### src/rtl/dmem_arbiter.sv
// Round-robin arbiter that shares a single-port data memory between the CPU
// memory stage (port A) and the loader/debug port (port B), one 3-cycle access at a time.
module dmem_arbiter #(
    parameter int MEM_DEPTH = 101,
    parameter int AW        = 32,
    parameter int DW        = 32
) (
    input  logic          clk,
    input  logic          rst,
    input  logic          a_req,
    input  logic          a_we,
    input  logic [AW-1:0] a_addr,
    input  logic [DW-1:0] a_wdata,
    output logic          a_gnt,
    output logic          a_done,
    output logic [DW-1:0] a_rdata,
    output logic          a_err,
    input  logic          b_req,
    input  logic          b_we,
    input  logic [AW-1:0] b_addr,
    input  logic [DW-1:0] b_wdata,
    output logic          b_gnt,
    output logic          b_done,
    output logic [DW-1:0] b_rdata,
    output logic          b_err,
    output logic [AW-1:0] mem_ad,
    output logic [DW-1:0] mem_wr,
    output logic          mem_towrite,
    output logic          mem_toread,
    input  logic [DW-1:0] mem_read
);

    typedef enum logic [1:0] {IDLE, ACCESS, RESP} state_t;

    state_t state;
    logic   last_b;
    logic   own_b;
    logic   own_we;
    logic   own_oor;

    logic          pick_b;
    logic          any_req;
    logic          sel_we;
    logic [AW-1:0] sel_addr;
    logic [DW-1:0] sel_wdata;
    logic          sel_ok;

    function automatic logic in_range(input logic [AW-1:0] addr);
        return addr < AW'(MEM_DEPTH);
    endfunction

    // B wins only when A is idle or when A was the most recent owner.
    always_comb begin
        any_req   = a_req | b_req;
        pick_b    = b_req & (~a_req | ~last_b);
        sel_we    = pick_b ? b_we    : a_we;
        sel_addr  = pick_b ? b_addr  : a_addr;
        sel_wdata = pick_b ? b_wdata : a_wdata;
        sel_ok    = in_range(sel_addr);
    end

    always_ff @(posedge clk or posedge rst) begin
        if (rst) begin
            state       <= IDLE;
            last_b      <= 1'b1;
            own_b       <= 1'b0;
            own_we      <= 1'b0;
            own_oor     <= 1'b0;
            a_gnt       <= 1'b0;
            b_gnt       <= 1'b0;
            a_done      <= 1'b0;
            b_done      <= 1'b0;
            a_err       <= 1'b0;
            b_err       <= 1'b0;
            a_rdata     <= '0;
            b_rdata     <= '0;
            mem_ad      <= '0;
            mem_wr      <= '0;
            mem_towrite <= 1'b0;
            mem_toread  <= 1'b0;
        end else begin
            case (state)
                IDLE: begin
                    if (any_req) begin
                        state   <= ACCESS;
                        own_b   <= pick_b;
                        last_b  <= pick_b;
                        own_we  <= sel_we;
                        own_oor <= ~sel_ok;
                        a_gnt   <= ~pick_b;
                        b_gnt   <= pick_b;
                        // Memory controls are set up together with gnt so the
                        // address and strobe change on the same edge.
                        if (sel_ok) begin
                            mem_ad      <= sel_addr;
                            mem_wr      <= sel_we ? sel_wdata : '0;
                            mem_towrite <= sel_we;
                            mem_toread  <= ~sel_we;
                        end
                    end
                end
                ACCESS: begin
                    state       <= RESP;
                    a_gnt       <= 1'b0;
                    b_gnt       <= 1'b0;
                    mem_ad      <= '0;
                    mem_wr      <= '0;
                    mem_towrite <= 1'b0;
                    mem_toread  <= 1'b0;
                    a_done      <= ~own_b;
                    b_done      <= own_b;
                    a_err       <= ~own_b & own_oor;
                    b_err       <= own_b & own_oor;
                    if (!own_we) begin
                        if (own_b) b_rdata <= own_oor ? '0 : mem_read;
                        else       a_rdata <= own_oor ? '0 : mem_read;
                    end
                end
                RESP: begin
                    state  <= IDLE;
                    a_done <= 1'b0;
                    b_done <= 1'b0;
                    a_err  <= 1'b0;
                    b_err  <= 1'b0;
                end
                default: state <= IDLE;
            endcase
        end
    end

endmodule

### config.mk
export PLATFORM = sky130hd
export DESIGN_NAME = dmem_arbiter
export DESIGN_NICKNAME = d
export VERILOG_FILES = /design/src/rtl/dmem_arbiter.sv
export SDC_FILE = /design/constraint.sdc
export NUM_CORES = 1
export LEC_CHECK = 0
export BUFFER_PORTS_ARGS = -buffer_cell sky130_fd_sc_hd__buf_2
export CELL_PAD_IN_SITES_DETAIL_PLACEMENT = 1
export CELL_PAD_IN_SITES_GLOBAL_PLACEMENT = 2
export CORE_MARGIN = 2
export CORE_UTILIZATION = 28
export DETAILED_ROUTE_END_ITERATION = 10
export HOLD_SLACK_MARGIN = 0.08
export PLACE_DENSITY = 0.94
export REMOVE_ABC_BUFFERS = 1
export SLEW_MARGIN = 20
export SYNTH_ARGS = -nofsm -noshare
export SYNTH_HDL_FRONTEND = slang
export SYNTH_SLANG_ARGS = --single-unit
### constraint.sdc
create_clock -name clk -period 10.7 [get_ports clk]
set_clock_uncertainty 0.1 [all_clocks]
set_input_delay 1.605 -clock clk [delete_from_list [all_inputs] [get_ports clk]]
set_output_delay 1.605 -clock clk [all_outputs]
set_load 0.005 [all_outputs]
==> out/results.tsv, run 1 <==
metric	value	unit
period_needed	3550	ps
whs	374	ps
clkTransAtPathRegs	60	ps
io_pins	302	
syn_inst	681	
rows	54	
fp.coreArea	21800	sq um
synth_top_area_cell	dfrtp_1	
area_delta_synth_final	38.8	%
wl_per_cell	16.0	microns
grt_pass1_wl	33200	microns
synth.distinct_cells	40	
grt_max_degree	98	
hold_violations	0	
drt-initial-drc-count	206	
final_layout_size_suffix_gt1_share	35.9	%
multi_input_area	2470	sq um
tns	0	ps
die_area	23500	sq um
cts_setup_buffers	0	
seq_area	3550	sq um
nNetsFinal	1133	
rrSetupSlack	7950	ps
cp-start-kind	input port	
hold_buffers	0	
io_buffer_count	301	
cts_tree	yes	
synth_edf_count	0	
place_hpwl	14700	microns
wl	20200	microns
place.gp.congestion	0.792	
fmax	0.282	GHz
synth.cell_area	6230	sq um
cp-end-kind	register	
h-tree-depth	4	
rsz0062_at_grt	false	
cts.path.max_buffers	2	
min_path_cells	2	
diodes	0	
antenna_found_initial	2	
crit_required	10890	ps
synthFlopType	dfrtp_1	
r2r-end	mem_wr[26]$_DFFE_PP0P_	
crit_type	input port to register	
setup_viol	0	
ys_seq_area_share	57.0	%
power_density	202	nW/um^2
synth-seq-cells	142	
vias	5783	
overflow	0	
ant_nets	0	
hp-start	b_rdata[2]$_DFFE_PP0P_	
yosysWarnings	0	
grt_pass1_vias	6139	
min_path_type	register to register	
die_w	153	microns
vdd_ir_drop_max	0.132	mV
leakage	5.02	nW
post-route-drc-count	0	
avgViaCountPerCell	4.60	
grt_usage	17.5	%
min_period_over_period	33.2	%
reg2reg_depth	6	
path_max_fanout	67	
synth-async-reset-ratio	100	%
die_h	153	microns
clock_latency	410	ps
syn_avg_cell_area	9.15	sq um
cts_num_sinks	142	
dr.pass1.iters	4	
synth_top_area_share	56.6	%
cts_buffers	17	
dp_cells	1225	
drv_slew	0	
maxSlewHeadroom	38.7	%
cts_resized	0	
r2r_start	last_b$_DFFE_PP1P_	
hold_path_end	b_rdata[2]$_DFFE_PP0P_	
fill_cells	2662	
arrival	3740	ps
cap_violations	0	
synth_area_leaders	dfrtp_1, nand2_1, mux2i_1, o21ai_0, and3_1	
status	complete, no violations	
tightest_slew	920	ps
final_cells	1256	
cts-root-buf	clkbuf_16	
start_util	28.6	%
post-route-util	39.7	%
final cells by class:
cell class              instances  share of cell area [%]
repair buffers                309                    18.1
inverters                       8                   0.405
clock inverters                14                    2.95
multi-input cells             486                    28.5
flip-flops and latches        142                    41.1
clock buffers                  17                    4.92
well taps                     280                    4.05
layer usage:
layer	vias to the layer above	part of all wire [%]	global-route usage [%]
met5	-	0.035	0
met4	2	1.6	5.20
met3	26	8.2	5.90
met2	209	46	28.2
met1	2748	44	22.4
li1	2798	-	-
sequential cells by signal, indices dropped and copies added, names as in the netlist:
register,count
mem_towrite,1
last_b,1
own_we,1
b_gnt,1
a_done,1
b_err,1
a_err,1
own_oor,1
a_rdata,32
a_gnt,1
b_done,1
mem_ad,32
b_rdata,32
mem_toread,1
own_b,1
mem_wr,32
state,2
worst max path at each step:
| stage | start | to | cells past startpoint |
|---|---|---|---|
| floorplan | rst | a_done$_DFFE_PP0P_ | 1 |
| global placement | b_req | mem_ad[25]$_DFFE_PP0P_ | 8 |
| detailed placement | b_req | mem_wr[26]$_DFFE_PP0P_ | 7 |
| CTS | b_req | mem_wr[26]$_DFFE_PP0P_ | 7 |
| global route | b_req | mem_wr[12]$_DFFE_PP0P_ | 7 |
| finish | b_req | mem_ad[23]$_DFFE_PP0P_ | 8 |
power breakdown:
| group | internal [mW] | leakage, nW | switching (mW) |
|---|---|---|---|
| registers | 0.608 | 1.95 | 0.0418 |
| clock network | 0.443 | 0.333 | 0.247 |
| logic | 0.146 | 2.74 | 0.258 |
critical path, stage by stage:
cell and delay [ps]:
buf_2 140, a21boi_4 170, buf_4 410, nand4_1 140, nor3_1 330, o2111ai_4 130, buf_4 420, and3_1 320
cell usage after synthesis, types with 2 or more instances:
| cell type | n |
|---|---|
| nand2_1 | 284 |
| dfrtp_1 | 141 |
| o21ai_0 | 71 |
| mux2i_1 | 42 |
| clkbuf_1 | 36 |
| and3_1 | 25 |
| inv_1 | 8 |
| nor2_1 | 8 |
| nor4_1 | 8 |
| a21o_1 | 7 |
| buf_6 | 4 |
| ha_1 | 3 |
| nand3_1 | 3 |
| nand4_1 | 3 |
| nor3_1 | 3 |
| o21ai_1 | 3 |
| a211oi_1 | 2 |
| a21oi_1 | 2 |
| buf_2 | 2 |
| buf_4 | 2 |
| nand2b_1 | 2 |
| nand3b_1 | 2 |
| nor2b_1 | 2 |
| or3_1 | 2 |
per-stage QoR:
step	worst slack, ps	cell area (sq um)	total power [mW]
floorplan	5190	6020	0.870
detailed placement	6720	7970	1.07
global placement	6790	7970	1.05
CTS	7140	8650	1.78
global route	6970	8650	1.86
finish	7150	8650	1.74
cells by family (layout without fill, tap and decap cells):
logic type,after synthesis,count (layout),synth area share [%]
multiplexers,43,43,6.92
adder cells (fa/ha/maj),3,3,0.602
AND/OR/NAND/NOR,345,345,23.0
AO/OA/AOI/OAI,95,95,8.65
buffers and inverters,53,348,3.83
flip-flops,142,142,57.0
cell usage in the layout, fill, tap and decap left out, types with 6 or more instances in the layout:
cell,instances
dfrtp_1,141
nand2_1,284
nor4_1,8
a21o_1,7
inv_1,7
mux2i_1,42
bufinv_16,6
o21ai_0,71
clkbuf_16,17
nor2_1,7
buf_2,301
buf_4,8
and3_1,25
No activity file was read; power rests on OpenSTA's default activity.
==> run 2, diff against run 1 <==
Settings changed: CORE_UTILIZATION 28 to 23, PLACE_DENSITY 0.94 to 0.83.
Clock period 10.7 ns to 3.1 ns, I/O delays scaled along.
==> run 2 against run 1 <==
Compared with the run above:
- register-to-register slack worse by 7200 ps
- sequential power grew to 3.4 times the previous value
- critical path type is now register to register
- first-iteration DRC count is 28% higher
- critical endpoint is now mem_ad[21]$_DFFE_PP0P_
- combinational power grew to 3.5 times the previous value
- die area is 21% higher
- global-route usage is 3.0 points lower
- utilization is 7.3 points lower
- critical path depth is 2 lower
- largest cell class unchanged
- clock power grew to 2.9 times the previous value
==> out/results.tsv, run 2 (synthesized netlist as in run 1, its figures left out) <==
metric	value	unit	change
whs	212	ps	-162 ps
clock_latency	420	ps	about the same
cts-root-buf	clkbuf_16		
path_max_fanout	67		unchanged
tightest_slew	899	ps	-20.9 ps
post-route-util	32.4	%	-7.3 points
ant_nets	0		unchanged
area_delta_synth_final	39.1	%	
wl	20400	microns	+0.98%
internal_power	3.71	mW	+210%
h-tree-depth	4		unchanged
cts.path.max_buffers	2		unchanged
switching_power	1.94	mW	+260%
cp-end-kind	register		
grt_pass1_wl	32700	microns	-1.5%
multi_input_area	2460	sq um	-0.10%
fill_cells	3243		+22%
crit_type	register to register		
hold_violations	0		unchanged
start_util	23.3	%	-5.3 points
final_common_cell	buf_2		
antenna_found_initial	0		-2
die_h	169	microns	+10%
crit_required	3310	ps	-7580 ps
final_cell_mix	buf_2, nand2_1, dfrtp_1, o21ai_0, mux2i_1		
min_path_type	input port to register		
die_w	169	microns	+10%
wl_per_cell	15.4	microns	-4.1%
die_area	28400	sq um	+21%
clkPwrFrac	35.1	%	-4.5 points
cts_setup_buffers	0		unchanged
dp_cells	1290		+5.3%
cts_num_sinks	142		unchanged
dr.pass1.iters	4		unchanged
cts_tree	yes		
maxSlewHeadroom	40.1	%	+1.4 points
rrSetupSlack	710	ps	-7240 ps
crit_chain	a21bo_1, nand4_1, nor3_2, o2111ai_4, buf_4, and3_1		
seq_area	3550	sq um	unchanged
p_comb_share	25.4	%	+2.3 points
cp-start-kind	register		
io_buffer_count	301		unchanged
grt_max_degree	68		-31%
cap_violations	0		unchanged
io_pins	302		unchanged
arrival	2590	ps	-1150 ps
pre_cts_slack	546	ps	-6170 ps
nNetsFinal	1138		+0.44%
final_cells	1323		+5.3%
drt-initial-drc-count	264		+28%
vdd_ir_drop_max	0.328	mV	+150%
fp.coreArea	26800	sq um	+23%
setup_viol	0		unchanged
avgViaCountPerCell	4.30		-6.5%
final_layout_size_suffix_gt1_share	36.2	%	+0.29 points
rows	60		+11%
clkTransAtPathRegs	70	ps	about the same
place.gp.congestion	0.773		-2.3%
slowest_delay	600	ps	+180 ps
leakage	4.98	nW	-0.73%
fmax	0.419	GHz	
power_frac_seq	39.6	%	+2.3 points
min_period_over_period	77.0	%	
grt_pass1_vias	6137		-0.033%
diodes	0		unchanged
power_density	651	nW/um^2	+220%
cts_buffers	17		unchanged
place_hpwl	14800	microns	+0.53%
switching_share	34.4	%	+3.0 points
overflow	0		unchanged
worst_slack	714	ps	-6440 ps
slowest_stage	dfstp_2		
rsz0062_at_grt	false		
post-route-drc-count	0		unchanged
drv_slew	0		unchanged
period_needed	2390	ps	
vias	5695		-1.5%
status	complete, no violations		
grt_usage	14.6	%	-3.0 points
[run 2: cell types whose count changed in the layout (fill, tap and decap cells not counted), moves of 2 or more]
cell,delta
bufinv_16,-6
clkinvlp_4,+4
buf_12,+2
buf_4,+2
[run 2: power by group through the flow]
stage,clock [mW],sequential (mW),combinational (mW)
after floorplan,0,2.28,0.724
after global placement,0,2.26,1.45
after detailed placement,0,2.27,1.47
after CTS,2.06,2.24,1.47
after global routing,2.14,2.27,1.64
final,1.98,2.24,1.43
[run 2: final timing paths]
kind | start | end | cells after the start
worst min-delay path | mem_read[9] | a_rdata[9]$_DFFE_PP0P_ | 3
worst max-delay path | last_b$_DFFE_PP1P_ | mem_ad[21]$_DFFE_PP0P_ | 6
worst min register to register | a_rdata[10]$_DFFE_PP0P_ | a_rdata[10]$_DFFE_PP0P_ | 2
max in group asynchronous | rst | last_b$_DFFE_PP1P_ | 4
worst max register to register | last_b$_DFFE_PP1P_ | mem_ad[21]$_DFFE_PP0P_ | 6
min in group asynchronous | rst | b_rdata[10]$_DFFE_PP0P_ | 3
[run 2: stage by stage]
step,area (sq um),setup TNS [ps],power [mW]
floorplan,6020,-226850,3.00
global placement,8100,0,3.71
detailed placement,8100,0,3.74
CTS,8670,0,5.77
global route,8670,0,6.04
finish,8670,0,5.65
[run 2: critical path, delay by kind of cell, from the launching register on]
| kind | cells | cell delay (ps) |
|---|---|---|
| AO/OA/AOI/OAI | 2 | 400 |
| buffers and inverters | 1 | 420 |
| AND/OR/NAND/NOR | 3 | 700 |
| flip-flops | 1 | 600 |
[run 2: metal layers]
| metal | global-route usage (%) | share of wire (%) |
|---|---|---|
| met5 | 0 | 0 |
| met4 | 3.67 | 1.2 |
| met3 | 5.26 | 8.0 |
| met2 | 23.5 | 45 |
| met1 | 18.6 | 46 |
[run 2: timing repair]
| item | in CTS | in global routing |
|---|---|---|
| hold buffers | 1 | 0 |
| setup endpoints to repair | 0 | 0 |
| gates resized for setup | 0 | 0 |
| endpoints found under the hold margin | 55 | 0 |
[run 2: area by class of cell]
class	instances	share of cell area, %
Clock buffer	18	5.06
Clock inverter	14	1.41
Inverter	8	0.404
Multi-Input combinational cell	486	28.4
Sequential cell	142	41.0
Tap cell	341	4.92
Timing Repair Buffer	314	18.8
==> run 3, diff against run 2 <==
Settings changed: ABC_AREA set to 1, CORE_UTILIZATION 23 to 27, PLACE_DENSITY 0.83 to 0.89.
Clock period 3.1 ns to 2.2 ns, I/O delays scaled along.
==> run 3 against run 2 <==
Compared with the run above:
- the flow now finishes with violations (negative setup slack)
- sequential share of layout area down 6.6 points
- count of clock-buffer cells in the layout fell by 1
- final area grew 19%
- total power grew 41%
- via count increased by 17%
- hold slack got worse by 58 ps
==> out/results.tsv, run 3 <==
metric	value	unit	change
fmax	0.438	GHz	+4.6%
place_hpwl	17300	microns	+17%
crit_type	register to register		
power_density	769	nW/um^2	+18%
die_area	27400	sq um	-3.5%
worst_slack	-81.2	ps	-796 ps
die_h	166	microns	-1.8%
die_w	166	microns	-1.8%
leakage	6.02	nW	+21%
rows	59		-1.7%
drt-initial-drc-count	209		-21%
synth.cell_area	7050	sq um	+13%
h-tree-depth	4		unchanged
cp_num_cells	14		+8
ant_nets	0		unchanged
yosysMostFrequentCell	nand2_1		
cts.path.max_buffers	2		unchanged
antenna_found_initial	1		+1
min_period_over_period	104	%	+27 points
cp_top_family	simple AND/OR/NAND/NOR gates		
synthTopCellsByCount	nand2_1, dfrtp_1, inv_1		
min_path_cells	5		+2
synth_top_area_cell	dfrtp_1		
pre_cts_slack	-113	ps	-660 ps
violations	negative setup slack		
final_layout_size_suffix_gt1_share	43.2	%	+7.0 points
vdd_ir_drop_max	0.436	mV	+33%
synth-async-reset-ratio	100	%	unchanged
cp-start-kind	register		
cts_num_sinks	142		unchanged
reg2reg_depth	14		+8
tns	-2130	ps	-2130 ps
vias	6690		+17%
hold_violations	0		unchanged
crit_buf_inv	3		+2
synth_top_area_share	50.0	%	-6.6 points
cts_buffers	17		unchanged
path_max_fanout	6		-91%
synthFlopType	dfrtp_1		
r2r_start	last_b$_DFFE_PP1P_		
cap_violations	0		unchanged
min_path_type	input port to register		
syn_inst	825		+21%
synth_area_leaders	dfrtp_1, nand2_1, mux2_2, inv_1, nand3_1		
grt_max_degree	52		-24%
crit_end	mem_ad[13]$_DFFE_PP0P_		
startpoint	last_b$_DFFE_PP1P_		
grt_pass1_vias	7024		+14%
overflow	0		unchanged
arrival	2480	ps	-110 ps
maxSlewHeadroom	63.5	%	+23 points
ys_seq_area_share	50.4	%	-6.6 points
start_util	27.3	%	+4.0 points
rsz0062_at_grt	true		
crit_required	2400	ps	-910 ps
nNetsFinal	1319		+16%
post-route-drc-count	0		unchanged
whs	154	ps	-58.4 ps
clkTransAtPathRegs	70	ps	about the same
r2r-end	mem_ad[13]$_DFFE_PP0P_		
drv_slew	0		unchanged
wl	24100	microns	+18%
slowest_delay	550	ps	-50 ps
rrSetupSlack	-80	ps	-800 ps
yosysWarnings	0		unchanged
tightest_slew	545	ps	-354 ps
wl_per_cell	16.1	microns	+4.3%
synth-seq-cells	142		unchanged
fp.coreArea	25800	sq um	-3.6%
io_buffer_count	301		unchanged
synth.distinct_cells	31		-23%
final_common_cell	buf_2		
synth_edf_count	0		unchanged
place.gp.congestion	0.795		+2.7%
io_pins	302		unchanged
clock_latency	410	ps	about the same
hp-start	b_wdata[3]		
grt_usage	17.3	%	+2.8 points
dr.pass1.iters	4		unchanged
grt_pass1_wl	38300	microns	+17%
avgViaCountPerCell	4.46		+3.7%
setup_viol	54		+54
cts-root-buf	clkbuf_16		
crit_chain	nand2_4, nand2_8, clkbuf_16, nand2_2, o21ai_1, nand2_1, nor2_2, nand2_2, nor2_4, buf_12, nand3_4, buf_12, nand2_4, nor2_1		
period_needed	2280	ps	-104 ps
syn_avg_cell_area	8.55	sq um	-6.6%
cp-end-kind	register		
final_cell_mix	buf_2, nand2_1, dfrtp_1, inv_1, nor2_1		
cts_tree	yes		
status	finished, violations left		
area_delta_synth_final	46.7	%	
slowest_stage	dfstp_2		
run 3: through the flow:
step / power, mW / util [%] / cell area [sq um] / std cells
finish: 7.96 / 40.0 / 10300 / 1499
global route: 8.41 / 40.0 / 10300 / 1498
CTS: 7.88 / 38.6 / 9980 / 1488
detailed placement: 4.84 / 35.5 / 9160 / 1448
global placement: 4.81 / 35.5 / 9160 / 1448
floorplan: 3.90 / - / 6780 / 776
run 3: layout make-up:
| class | count | area [sq um] |
|---|---|---|
| Clock buffer | 17 | 425 |
| Tap cell | 335 | 419 |
| Clock inverter | 15 | 186 |
| Antenna cell | 1 | 2.50 |
| Timing Repair Buffer | 351 | 2180 |
| Fill cell | 3144 | 15500 |
| Inverter | 102 | 388 |
| Sequential cell | 142 | 3550 |
| Multi-Input combinational cell | 536 | 3180 |
run 3: power by group:
part,total (mW),switching (mW),internal (mW)
Combinational,2.23,1.35,0.877
Clock,2.91,1.37,1.54
Sequential,2.81,0.0827,2.73
Total,7.96,2.80,5.15
run 3: cells by family after synthesis:
group	share of synthesized area, %
compound gates	1.26
fa+ha+maj	0.532
buf+inv	9.24
flops	50.4
mux	10.4
simple gates	28.2
run 3: how the worst min path moves through the flow:
stage                                   endpoint  slack (ps)
after floorplan               last_b$_DFFE_PP1P_         350
after global placement    b_rdata[0]$_DFFE_PP0P_         310
after detailed placement  a_rdata[4]$_DFFE_PP0P_         310
after CTS                 mem_wr[15]$_DFFE_PP0P_         140
after global routing      mem_wr[13]$_DFFE_PP0P_         160
final                      mem_wr[3]$_DFFE_PP0P_         150
run 3: timing repair:
item / in CTS / in global routing
hold endpoints to repair: 48 / 0
pin swaps: 6 / 10
gates resized for setup: 23 / 48
endpoints found under the setup margin: 65 / 67
cloned: 4 / 5
buffers inserted: 3 / 5
hold buffers: 1 / 0
run 3: routing by layer:
| metal | vias to the layer above | global-route usage [%] | wire length, microns |
|---|---|---|---|
| li1 | 3293 | - | - |
| met1 | 3169 | 21.8 | 10600 |
| met2 | 214 | 30.3 | 12000 |
| met3 | 14 | 4.44 | 1330 |
| met4 | 0 | 3.10 | 181 |
| met5 | - | 0 | 0 |
run 3: worst reg2reg max path: cells and delay by family (launching register included):
kind	cells	cell delay, ps
DFF	1	550
AOI/OAI and AO/OA	1	70
and+or+nand+nor	10	980
buffers and inverters	3	480
